$ cat src/rtl/ultrasonic_proximity_if.sv
// Signal bundle between the ranging front end and the two ultrasonic sensors.
// The ranging controller is the master; the sensor pair (or a bench) is the slave.
interface ultrasonic_proximity_if;
   logic echo_left;
   logic echo_right;
   logic trig_left;
   logic trig_right;
   logic sensor_left;
   logic sensor_right;
   logic meas_valid;

   modport master (
      input  echo_left, echo_right,
      output trig_left, trig_right, sensor_left, sensor_right, meas_valid
   );

   modport slave (
      output echo_left, echo_right,
      input  trig_left, trig_right, sensor_left, sensor_right, meas_valid
   );
endinterface

$ cat src/rtl/ultrasonic_proximity.sv
// Alternating two-sensor ultrasonic ranging with echo-width timing and
// per-side confirmation filtering of the registered proximity flags.
module ultrasonic_proximity #(
   parameter int TRIG_CYCLES  = 1000,
   parameter int GAP_CYCLES   = 6_000_000,
   parameter int ECHO_TIMEOUT = 3_800_000,
   parameter int CLOSE_CYCLES = 174_000,
   parameter int CONFIRM      = 2,
   parameter int CNT_W        = 23
) (
   input logic                   clk,
   input logic                   reset,
   ultrasonic_proximity_if.master bus
);
   typedef enum logic [2:0] {GAP, TRIG, WAIT_ECHO, MEASURE, DONE} state_t;

   localparam logic [CNT_W-1:0] GAP_LAST     = CNT_W'(GAP_CYCLES - 1);
   localparam logic [CNT_W-1:0] TRIG_LAST    = CNT_W'(TRIG_CYCLES - 1);
   localparam logic [CNT_W-1:0] TIMEOUT_LAST = CNT_W'(ECHO_TIMEOUT - 1);
   localparam logic [CNT_W-1:0] CLOSE_LIM    = CNT_W'(CLOSE_CYCLES);
   localparam logic [2:0]       CONF_LIM     = 3'(CONFIRM);

   state_t           state, state_nxt;
   logic [CNT_W-1:0] cnt, width;
   logic             echo_left_p0, echo_left_p1, echo_right_p0, echo_right_p1;
   logic             echo_act, echo_prev, side;
   logic             finish, close_raw, cnt_clr;
   logic             flag_left, flag_right;
   logic [2:0]       conf_left, conf_right;

   // Returns {flag, confirm count} after folding in one raw result.
   function automatic logic [3:0] confirm_step(input logic raw, input logic flag,
                                               input logic [2:0] conf);
      logic [2:0] inc;
      inc = conf + 3'd1;
      if (raw == flag) return {flag, 3'd0};
      if (inc == CONF_LIM) return {~flag, 3'd0};
      return {flag, inc};
   endfunction

   // Only the active side's synchronized echo reaches the measurement logic.
   assign echo_act = side ? echo_right_p1 : echo_left_p1;

   always_comb begin
      state_nxt = state;
      finish    = 1'b0;
      close_raw = 1'b0;
      case (state)
         GAP:       if (cnt == GAP_LAST) state_nxt = TRIG;
         TRIG:      if (cnt == TRIG_LAST) state_nxt = WAIT_ECHO;
         WAIT_ECHO: begin
            if (cnt == TIMEOUT_LAST) begin
               state_nxt = DONE;
               finish    = 1'b1;
            end else if (echo_act && !echo_prev) begin
               state_nxt = MEASURE;
            end
         end
         MEASURE: begin
            if (cnt == TIMEOUT_LAST) begin
               state_nxt = DONE;
               finish    = 1'b1;
            end else if (!echo_act) begin
               state_nxt = DONE;
               finish    = 1'b1;
               close_raw = (width < CLOSE_LIM);
            end
         end
         DONE:      state_nxt = GAP;
         default:   state_nxt = GAP;
      endcase
      // The timeout count spans WAIT_ECHO and MEASURE, so that hop keeps it.
      cnt_clr = (state_nxt != state) && !(state == WAIT_ECHO && state_nxt == MEASURE);
   end

   always_ff @(posedge clk or posedge reset) begin
      if (reset) begin
         echo_left_p0  <= 1'b0;
         echo_left_p1  <= 1'b0;
         echo_right_p0 <= 1'b0;
         echo_right_p1 <= 1'b0;
         echo_prev     <= 1'b0;
         state         <= GAP;
         cnt           <= '0;
         width         <= '0;
         side          <= 1'b0;
         flag_left     <= 1'b0;
         flag_right    <= 1'b0;
         conf_left     <= 3'd0;
         conf_right    <= 3'd0;
      end else begin
         // Stage p0/p1: two-flop synchronizers on both raw echoes.
         echo_left_p0  <= bus.echo_left;
         echo_left_p1  <= echo_left_p0;
         echo_right_p0 <= bus.echo_right;
         echo_right_p1 <= echo_right_p0;
         echo_prev     <= echo_act;
         state         <= state_nxt;
         cnt           <= cnt_clr ? '0 : cnt + 1'b1;
         // The rising-edge cycle in WAIT_ECHO is already one high cycle.
         if (state == WAIT_ECHO)
            width <= CNT_W'(1);
         else if (state == MEASURE && echo_act)
            width <= width + 1'b1;
         if (finish) begin
            if (side)
               {flag_right, conf_right} <= confirm_step(close_raw, flag_right, conf_right);
            else
               {flag_left, conf_left} <= confirm_step(close_raw, flag_left, conf_left);
         end
         if (state == DONE) side <= ~side;
      end
   end

   assign bus.trig_left    = (state == TRIG) && !side;
   assign bus.trig_right   = (state == TRIG) && side;
   assign bus.sensor_left  = flag_left;
   assign bus.sensor_right = flag_right;
   assign bus.meas_valid   = (state == DONE);
endmodule

$ cat src/flat_wrapper.sv
// flat-port wrapper written by rule: the top's interface ports become plain ports
module ultrasonic_proximity_flat 
#(
   parameter int TRIG_CYCLES  = 1000,
   parameter int GAP_CYCLES   = 6_000_000,
   parameter int ECHO_TIMEOUT = 3_800_000,
   parameter int CLOSE_CYCLES = 174_000,
   parameter int CONFIRM      = 2,
   parameter int CNT_W        = 23
)
  (clk, reset, bus_echo_left, bus_echo_right, bus_trig_left, bus_trig_right, bus_sensor_left, bus_sensor_right, bus_meas_valid);
  ultrasonic_proximity_if bus_i ();
  input logic clk;
  input logic reset;
  input wire logic [$bits(bus_i.echo_left)-1:0] bus_echo_left;
  input wire logic [$bits(bus_i.echo_right)-1:0] bus_echo_right;
  output wire logic [$bits(bus_i.trig_left)-1:0] bus_trig_left;
  output wire logic [$bits(bus_i.trig_right)-1:0] bus_trig_right;
  output wire logic [$bits(bus_i.sensor_left)-1:0] bus_sensor_left;
  output wire logic [$bits(bus_i.sensor_right)-1:0] bus_sensor_right;
  output wire logic [$bits(bus_i.meas_valid)-1:0] bus_meas_valid;
  assign bus_i.echo_left = bus_echo_left;
  assign bus_i.echo_right = bus_echo_right;
  assign bus_trig_left = bus_i.trig_left;
  assign bus_trig_right = bus_i.trig_right;
  assign bus_sensor_left = bus_i.sensor_left;
  assign bus_sensor_right = bus_i.sensor_right;
  assign bus_meas_valid = bus_i.meas_valid;
  ultrasonic_proximity #(.TRIG_CYCLES(TRIG_CYCLES), .GAP_CYCLES(GAP_CYCLES), .ECHO_TIMEOUT(ECHO_TIMEOUT), .CLOSE_CYCLES(CLOSE_CYCLES), .CONFIRM(CONFIRM), .CNT_W(CNT_W)) u_core (.clk(clk), .reset(reset), .bus(bus_i));
endmodule
$ cat config.mk
export PLATFORM = sky130hd
export DESIGN_NAME = ultrasonic_proximity_flat
export DESIGN_NICKNAME = d
export VERILOG_FILES = /design/src/rtl/ultrasonic_proximity_if.sv /design/src/rtl/ultrasonic_proximity.sv /design/src/flat_wrapper.sv
export SDC_FILE = /design/constraint.sdc
export NUM_CORES = 1
export LEC_CHECK = 0
export ABC_CLOCK_PERIOD_IN_PS = 2800
export CELL_PAD_IN_SITES_DETAIL_PLACEMENT = 1
export CELL_PAD_IN_SITES_GLOBAL_PLACEMENT = 1
export CORE_ASPECT_RATIO = 0.75
export CORE_MARGIN = 2
export CORE_UTILIZATION = 37
export DETAILED_ROUTE_END_ITERATION = 7
export PLACE_DENSITY_LB_ADDON = 0.2
export SYNTH_ARGS = -nofsm -noshare
export SYNTH_HDL_FRONTEND = slang
export SYNTH_SLANG_ARGS = --single-unit
$ cat constraint.sdc
create_clock -name clk -period 2.8 [get_ports clk]
set_input_delay 0.42 -clock clk [delete_from_list [all_inputs] [get_ports clk]]
set_output_delay 0.42 -clock clk [all_outputs]
set_load 0.005 [all_outputs]
; Yosys cells after proc, flatten, opt, wreduce, memory -nomap -nowiden
; Cells that the tools add are included.
[classes]
n_lt_le_gt_ge = 1
n_div = 0
muxes = 40
n_reduce_logical = 17
n_eq_ne = 13
n_bitwise = 3
mul = 0
add_sub_neg = 4
n_shift = 0
[op_table]
columns = op, n
row1 = two-way mux 23 bit, 3
row2 = adder 23 x 1 -> 23 bit (second input constant), 2
row3 = two-way mux 4 bit, 8
row4 = == test 23 x 10 -> 1 bit (second input constant), 1
row5 = == test 23 x 22 -> 1 bit (second input constant), 1
row6 = == test 23 bit (second input constant), 1
row7 = less-than comparator 23 x 18 -> 1 bit (second input constant), 1
row8 = two-way mux 1 bit, 21
row9 = two-way mux 3 bit, 6
row10 = == test 3 x 2 -> 1 bit (second input constant), 5
row11 = case mux 3 bit (4 select lines), 1
row12 = adder 3 x 1 -> 3 bit (second input constant), 2
row13 = logical AND 1 bit, 6
row14 = AND reduction 3 bit, 2
row15 = nonzero test 2 bit, 3
row16 = AND reduction 2 bit, 2
row17 = == test 3 x 1 -> 1 bit (second input constant), 1
row18 = == test 3 bit (second input constant), 1
row19 = zero test 1 bit, 3
row20 = zero test 3 bit, 1
row21 = != test 3 bit, 1
row22 = inverter 1 bit, 3
row23 = == test 1 bit, 2
row24 = case mux 1 bit (2 select lines), 1
[word_totals]
ramBits = 0
latchBits = 0
ff_bits = 63
out_inout_bits = 5
word_cells = 91
n_memories = 0
mem_bits_ro = 0

; Logic depth before layout (Yosys ltp)
; Gate-level depths: netlist of run 1.
[depth]
word_depth = 13
ltp_mapped = 8
ltp_nobuf = 7

; Worst setup path after synthesis of run 1
; No wires, ideal clock.
[synth_timing]
path_type = register -> register
start = register u_core.state[1]
end = register u_core.width[13]
slack_ns = 0.708
path_buffers = 2
arrival_time_ns = 2.014
path_stages_with_launch = 8
synth_period_minus_slack_ns = 2.092
cell_sequence = dfrtp_1 > clkbuf_1 > and3b_1 > nand4_4 > or4_1 > buf_2 > or3_1 > a21oi_1
[synth_via]
elab_chain_cells = 3
elab_cells_between_ends = 5
cone_classes = eq/ne (2) / mux (1) / reduce/logical (2)
[synth_lines]
columns = element, line_no
row1 = start: declaration, ultrasonic_proximity.sv:23  ; state_t state, state_nxt;
row2 = start signal: assignment, ultrasonic_proximity.sv:98  ; state <= state_nxt;
row3 = == test 3 x 2 -> 1 bit, ultrasonic_proximity.sv:103  ; else if (state == MEASURE && echo_act)
row4 = logical AND 1 bit, ultrasonic_proximity.sv:103
row5 = nonzero test 2 bit (no source line), -
row6 = end signal: assignment, ultrasonic_proximity.sv:104  ; width <= width + 1'b1;
row7 = end: declaration, ultrasonic_proximity.sv:24  ; logic [CNT_W-1:0] cnt, width;
; Several ways; a longest one is shown, not always the timed one.
; A chain may end at the register's enable or synchronous reset.

; Final worst setup path of run 1
[layout_timing]
start = register u_core.side
end = register u_core.width[17]
[layout_via]
elab_chain_cells = 3
[layout_lines]
columns = element, line_no
row1 = start: declaration, ultrasonic_proximity.sv:26  ; logic echo_act, echo_prev, side;
row2 = start signal: assignment, ultrasonic_proximity.sv:111  ; if (state == DONE) side <= ~side;
row3 = two-way mux 1 bit, ultrasonic_proximity.sv:42  ; assign echo_act = side ? echo_right_p1 : echo_left_p1;
row4 = via u_core.echo_act, ultrasonic_proximity.sv:26
row5 = logical AND 1 bit, ultrasonic_proximity.sv:103
row6 = nonzero test 2 bit (no source line), -
; The timed path passes the listed nets, and every way through them passes these cells.

==> results of run 1 <==
-- power groups by stage --
| stage | registers (uW) | logic (uW) | clock network (uW) |
|---|---|---|---|
| 2_1_floorplan | 931 | 15.5 | 0 |
| 3_3_place_gp | 932 | 29.9 | 0 |
| 3_5_place_dp | 932 | 30.1 | 0 |
| 4_1_cts | 916 | 29.9 | 1130 |
| 5_1_grt | 916 | 32.4 | 1160 |
| 6_report | 916 | 28.1 | 1100 |
-- flip-flops by register name (all words and copies together), names as in the netlist --
name,flops
u_core.echo_left_p0,1
u_core.bus.sensor_right,1
u_core.echo_right_p0,1
u_core.side,1
u_core.width,23
u_core.echo_right_p1,1
u_core.conf_left,3
u_core.echo_prev,1
u_core.conf_right,3
u_core.bus.sensor_left,1
u_core.state,3
u_core.echo_left_p1,1
u_core.cnt,23
-- synthesized netlist by cell type, drive strengths merged, types with 2 or more instances --
library cell  number
dfrtp             63
nor2              63
nand2             32
xnor2             22
xor2              22
nand3             20
nand4             16
inv               14
o21ai             13
a21oi              9
and3               8
clkbuf             7
nor3               7
nor4               7
ha                 6
or3                5
mux2               4
nor2b              4
o31ai              4
and3b              3
nand2b             3
or2                3
buf                2
nor3b              2
o2111ai            2
o21a               2
o41ai              2
or4                2
-- layout make-up --
cell class / count / share of cell area [%]
clock buffer: 12 / 6.48
timing repair buffer: 12 / 3.22
clock inverter: 4 / 1.18
inverter: 14 / 1.38
sequential: 63 / 41.4
multi-input combinational: 270 / 42.7
tap: 108 / 3.55
-- metal layers --
| layer | global-route usage (%) | share of wire [%] | up-vias |
|---|---|---|---|
| met4 | 5.65 | 1.4 | 0 |
| met3 | 4.81 | 2.9 | 10 |
| li1 | - | - | 1251 |
| met1 | 27.2 | 55 | 1239 |
| met2 | 24.0 | 40 | 27 |
| met5 | 0 | 0 | - |
-- stage by stage --
stage | util, % | setup slack (ns) | instances
after detailed placement | 41.0 | 0.489 | 467
final | 44.4 | 0.496 | 483
after global placement | 41.0 | 0.559 | 467
after CTS | 44.4 | 0.457 | 483
after global routing | 44.4 | 0.343 | 483
after floorplan | - | 0.708 | 356
-- worst paths after layout --
kind	from	end	slack, ns	depth (start not counted)
setup / recovery	u_core.side$_DFFE_PP0P_	u_core.width[17]$_DFFE_PP0P_	0.50	6
hold reg to reg	u_core.echo_right_p0$_DFF_PP0_	u_core.echo_right_p1$_DFF_PP0_	0.35	0
min in group asynchronous	reset	u_core.state[0]$_DFF_PP0_	0.47	3
hold / removal	u_core.echo_right_p0$_DFF_PP0_	u_core.echo_right_p1$_DFF_PP0_	0.35	0
max in group asynchronous	reset	u_core.cnt[5]$_DFF_PP0_	2.02	3
setup reg to reg	u_core.side$_DFFE_PP0P_	u_core.width[17]$_DFFE_PP0P_	0.50	6
-- cell families after synthesis --
logic type	count (synthesis)
AND/OR/NAND/NOR	181
flip-flops	63
XOR/XNOR	44
AO/OA/AOI/OAI	34
buffers and inverters	23
adder cells (fa/ha/maj)	6
multiplexers	5
-- critical path: stages, from the launching register on --
cell and delay (ns):
dfrtp_1 0.43, mux2i_1 0.25, inv_2 0.14, nand4_4 0.13
or4_1 0.70, or3_1 0.41, a21oi_1 0.16
==> results.cfg, run 1 <==
[timing]
post-route-min-period_ns = 2.30
fin_crit_sh_pct = 82.3
maxSlewViolCount = 0
setup_tns_ns = 0
worstMarginPinSlew_ns = 0.671
finalHoldViolCount = 0
fmax_ghz = 0.434
clock-skew-final_ns = 0.00716
rsz0062_at_grt = no
fin_hold_ws_ns = 0.348
setup_viol = 0
relSlewSlack_pct = 54.9

[layout]
multi_input_area_sq_um = 1630
fillCellCount = 1031
fin_nets = 380
final_cell_mix = 63 x nor2_1, 63 x dfrtp_1, 32 x nand2_1
final_area_sq_um = 3800
diodes = 0
drive_gt1_share_pct = 7.47
area_growth_pct = 15.6
regArea_sq_um = 1580

[clock_network]
postCtsResizedCells = 0
cts_tree = done
cts.reportedPaths.clkPinSlew_ns = 0.05
clock-sinks = 63
cts_made_buffers = 9
hold_buffers = 0
post-cts-setup-buffers = 0
insertion_delay_ns = 0.33
htreeDepth = 3
clockRootBuffer = clkbuf_16
cts_buffer_depth = 2

[setup_path]
critical_path_class = flop to flop
worstPathRequired_ns = 3.05
cp.arrival_ns = 2.55
end_kind = flop
crit_fanout = 9
start_kind = flop

[status]
status = finished, violations left
violations = DRC

[pwr]
clkPwrFrac_pct = 53.8
power.switching_uw = 413
total_power_uw = 2040
p_per_area_nw_per_um2 = 537
p_leak_uw = 0.00167
p_comb_share_pct = 1.4
ir_drop_mv = 0.331
sw_frac_of_total_pct = 20.2
p_seq_share_pct = 44.8
p_int_uw = 1630

[synthesis]
avgSynthCellArea_sq_um = 9.24
synth_cell_types = 40
synth.area.top_cells = dfrtp_1 48%, nor2_1 7.2%, xnor2_1 5.9%
syn-cell-area_sq_um = 3290
ys.flop_type = dfrtp_1
syn_nets = 366
synth_top_family_by_area = simple AND/OR/NAND/NOR gates
synth_warnings = 0
synth_seq_cells = 63
synth_edf_count = 0
synthAdderAreaFrac_pct = 2.28
async_reset_ff_share_pct = 100
synth-xor-area-share_pct = 11.7
yosysTopAreaCell = dfrtp_1
synthMuxAreaShare_pct = 1.67
ys_seq_area_share_pct = 47.9
syn_inst = 356
synth_compound_area_share_pct = 6.24
synth.top_cell.area_share_pct = 47.9
yosys.area_share.simple_pct = 27.5

[min_path]
hold_class = flop to flop

[grt]
antenna_found_initial = 0
grtUsageTotal_pct = 17.7
grt_max_degree = 64
gr-total-overflow = 0
grt_pass1_wl_um = 13400
grt_pass1_vias = 2567

[die]
dieArea_sq_um = 9670
core-area_sq_um = 8560
die_w_um = 113
initial_utilization_pct = 38.4
dieHeight_um = 85.7
ios = 9
num_rows = 29

[routing]
drt-initial-drc-count = 103
vias_per_cell = 5.23
drc = 1
firstDrtPassIters = 6
vias = 2527
routedWlPerCell_um = 15.9
ant_nets = 0
wl_um = 7700

[place]
post_dp_cell_area_sq_um = 3510
place_congestion = 0.834
port_buffers = 8
hpwl_um = 5440

[run]
maxCapViolations = 0
No activity file was read; power rests on OpenSTA's default activity.
==> inputs of run 2 (changes only) <==
--- a/config.mk
+++ b/config.mk
@@ -5,7 +5,7 @@
 export SDC_FILE = /design/constraint.sdc
 export NUM_CORES = 1
 export LEC_CHECK = 0
-export ABC_CLOCK_PERIOD_IN_PS = 2800
+export ABC_CLOCK_PERIOD_IN_PS = 2100
 export CELL_PAD_IN_SITES_DETAIL_PLACEMENT = 1
 export CELL_PAD_IN_SITES_GLOBAL_PLACEMENT = 1
 export CORE_ASPECT_RATIO = 0.75
==> constraint.sdc (replaced) <==
create_clock -name clk -period 2.1 [get_ports clk]
set_input_delay 0.315 -clock clk [delete_from_list [all_inputs] [get_ports clk]]
set_output_delay 0.315 -clock clk [all_outputs]
set_load 0.005 [all_outputs]
==> run 2 against run 1 <==
Compared with the run above:
- the run still ends with DRC left
- via count grew 6.8%
- wire length rose by 5.9%
- worst hold slack lost 0.0017 ns
- critical path type is now flop to primary output
==> results.cfg, run 2 (same netlist as run 1, synthesis figures left out) <==
[setup_path]
start_kind = flop
r2r_start = u_core.cnt[0]$_DFF_PP0_
cp.arrival_ns = 1.72
r2r-end = u_core.conf_left[1]$_DFFE_PP0P_
worstPathRequired_ns = 1.78
endpoint = bus_trig_left
r2r_cells = 7
critical_path_class = flop to primary output
end_kind = primary output
reg2reg_slack_ns = 0.11
crit_fanout = 9
crit_start = u_core.state[1]$_DFF_PP0_

[pwr]
p_leak_uw = 0.00185
ir_drop_mv = 0.567
p_per_area_nw_per_um2 = 691

[clock_network]
clock-sinks = 63
cts.reportedPaths.clkPinSlew_ns = 0.06
clockRootBuffer = clkbuf_16
cts_made_buffers = 9
htreeDepth = 3
insertion_delay_ns = 0.34
hold_buffers = 0
cts_tree = done
cts_buffer_depth = 2

[grt]
gr-total-overflow = 0
grt_pass1_wl_um = 14000
grt_max_degree = 64
antenna_found_initial = 0
grtUsageTotal_pct = 18.5
grt_pass1_vias = 2757

[place]
place_congestion = 0.863
post_dp_cell_area_sq_um = 3750
port_buffers = 8
dp_slack_ns = 0.0123
hpwl_um = 5800

[die]
dieArea_sq_um = 9670
die_w_um = 113
num_rows = 29
ios = 9
initial_utilization_pct = 38.4
dieHeight_um = 85.7
core-area_sq_um = 8560

[status]
violations = DRC
status = finished, violations left

[routing]
firstDrtPassIters = 6
vias = 2700
vias_per_cell = 5.25
top_layer = met4
m1WireLength_um = 4420
drt-initial-drc-count = 118
wl_um = 8150
routedWlPerCell_um = 15.9
drc = 1
route.met2.wl_um = 3380
route.met3.wl_um = 278
ant_nets = 0

[min_path]
holdPathStages = 0
hold_class = flop to flop

[layout]
diodes = 0
final_area_sq_um = 4110
final_common_cell = dfrtp_1
final_cell_mix = 63 x dfrtp_1, 61 x nor2_1, 33 x buf_4
area_growth_pct = 25.1
fin_nets = 411
drive_gt1_share_pct = 17.0
final_util_pct = 48.0
top_regs = u_core.cnt (23), u_core.width (23)

[timing]
post-route-min-period_ns = 2.03
fin_crit_sh_pct = 96.9
setup_tns_ns = 0
setup_viol = 0
finalHoldViolCount = 0
worstMarginPinSlew_ns = 0.407
layout_setup_ws_ns = 0.0661
clock-skew-final_ns = 0.00482
fmax_ghz = 0.492
maxSlewViolCount = 0
relSlewSlack_pct = 72.5

[run]
maxCapViolations = 0
run 2: changes by cell type in the layout (fill, tap and decap cells not counted), moves of 2 or more:
cell      before  now
buf_4          3   33
clkbuf_1       2    0
nor2_1        63   61
nor2_4         0    2
or4_1          2    0
or4_4          0    2
run 2: worst min-delay path by stage:
stage / slack, ns / from / to
global route: 0.35 / u_core.echo_right_p0$_DFF_PP0_ / u_core.echo_right_p1$_DFF_PP0_
CTS: 0.35 / u_core.echo_right_p0$_DFF_PP0_ / u_core.echo_right_p1$_DFF_PP0_
detailed placement: 0.34 / u_core.echo_right_p0$_DFF_PP0_ / u_core.echo_right_p1$_DFF_PP0_
global placement: 0.33 / u_core.echo_right_p0$_DFF_PP0_ / u_core.echo_right_p1$_DFF_PP0_
floorplan: 0.33 / u_core.echo_left_p0$_DFF_PP0_ / u_core.echo_left_p1$_DFF_PP0_
finish: 0.35 / u_core.echo_right_p0$_DFF_PP0_ / u_core.echo_right_p1$_DFF_PP0_
run 2: where the power goes:
group / switching, uW / total (uW) / internal, uW / leakage, uW
Sequential: 1.17 / 1220 / 1220 / 0.000855
Combinational: 28.8 / 39.5 / 10.8 / 0.000836
Clock: 554 / 1580 / 1030 / 0.000155
run 2: routing by layer:
layer  vias up  track usage [%]
li1       1325                -
met1      1343             27.8
met2        25             26.3
met3         7             6.15
met4         0             3.66
met5         -                0
run 2: what timing repair did:
item	in CTS	in global routing
gates resized for setup	5	6
setup endpoints to repair	4	4
buffers inserted	0	1
pin swaps	0	2
endpoints found under the hold margin	0	0
run 2: critical path, cell delays in order (launching register included):
cell	delay (ns)
dfrtp_1	0.38
buf_4	0.18
nor2_4	0.11
nand2_2	0.09
nor2_4	0.12
clkdlybuf4s50_1	0.50
run 2: cell type report:
class | count | area (sq um)
clock buffer | 9 | 225
tap | 108 | 135
sequential | 63 | 1580
multi-input combinational | 270 | 1670
timing repair buffer | 43 | 368
fill | 988 | 4450
clock inverter | 7 | 87.6
inverter | 14 | 52.6
run 2: per-stage QoR:
step           cells  hold WS, ns  total power [uW]
2_1_floorplan    356        0.331              1260
3_3_place_gp     497        0.334              1280
3_5_place_dp     497        0.336              1280
4_1_cts          513        0.349              2870
5_1_grt          514        0.350              2930
6_report         514        0.347              2840
==> inputs of run 3 (changes only) <==
--- a/config.mk
+++ b/config.mk
@@ -12,6 +12,7 @@
 export CORE_MARGIN = 2
 export CORE_UTILIZATION = 37
 export DETAILED_ROUTE_END_ITERATION = 7
+export GPL_ROUTABILITY_DRIVEN = 0
 export PLACE_DENSITY_LB_ADDON = 0.2
 export SYNTH_ARGS = -nofsm -noshare
 export SYNTH_HDL_FRONTEND = slang
==> results of run 3 <==
Same layout as run 2: the final DEF is identical, and so are final timing and power.
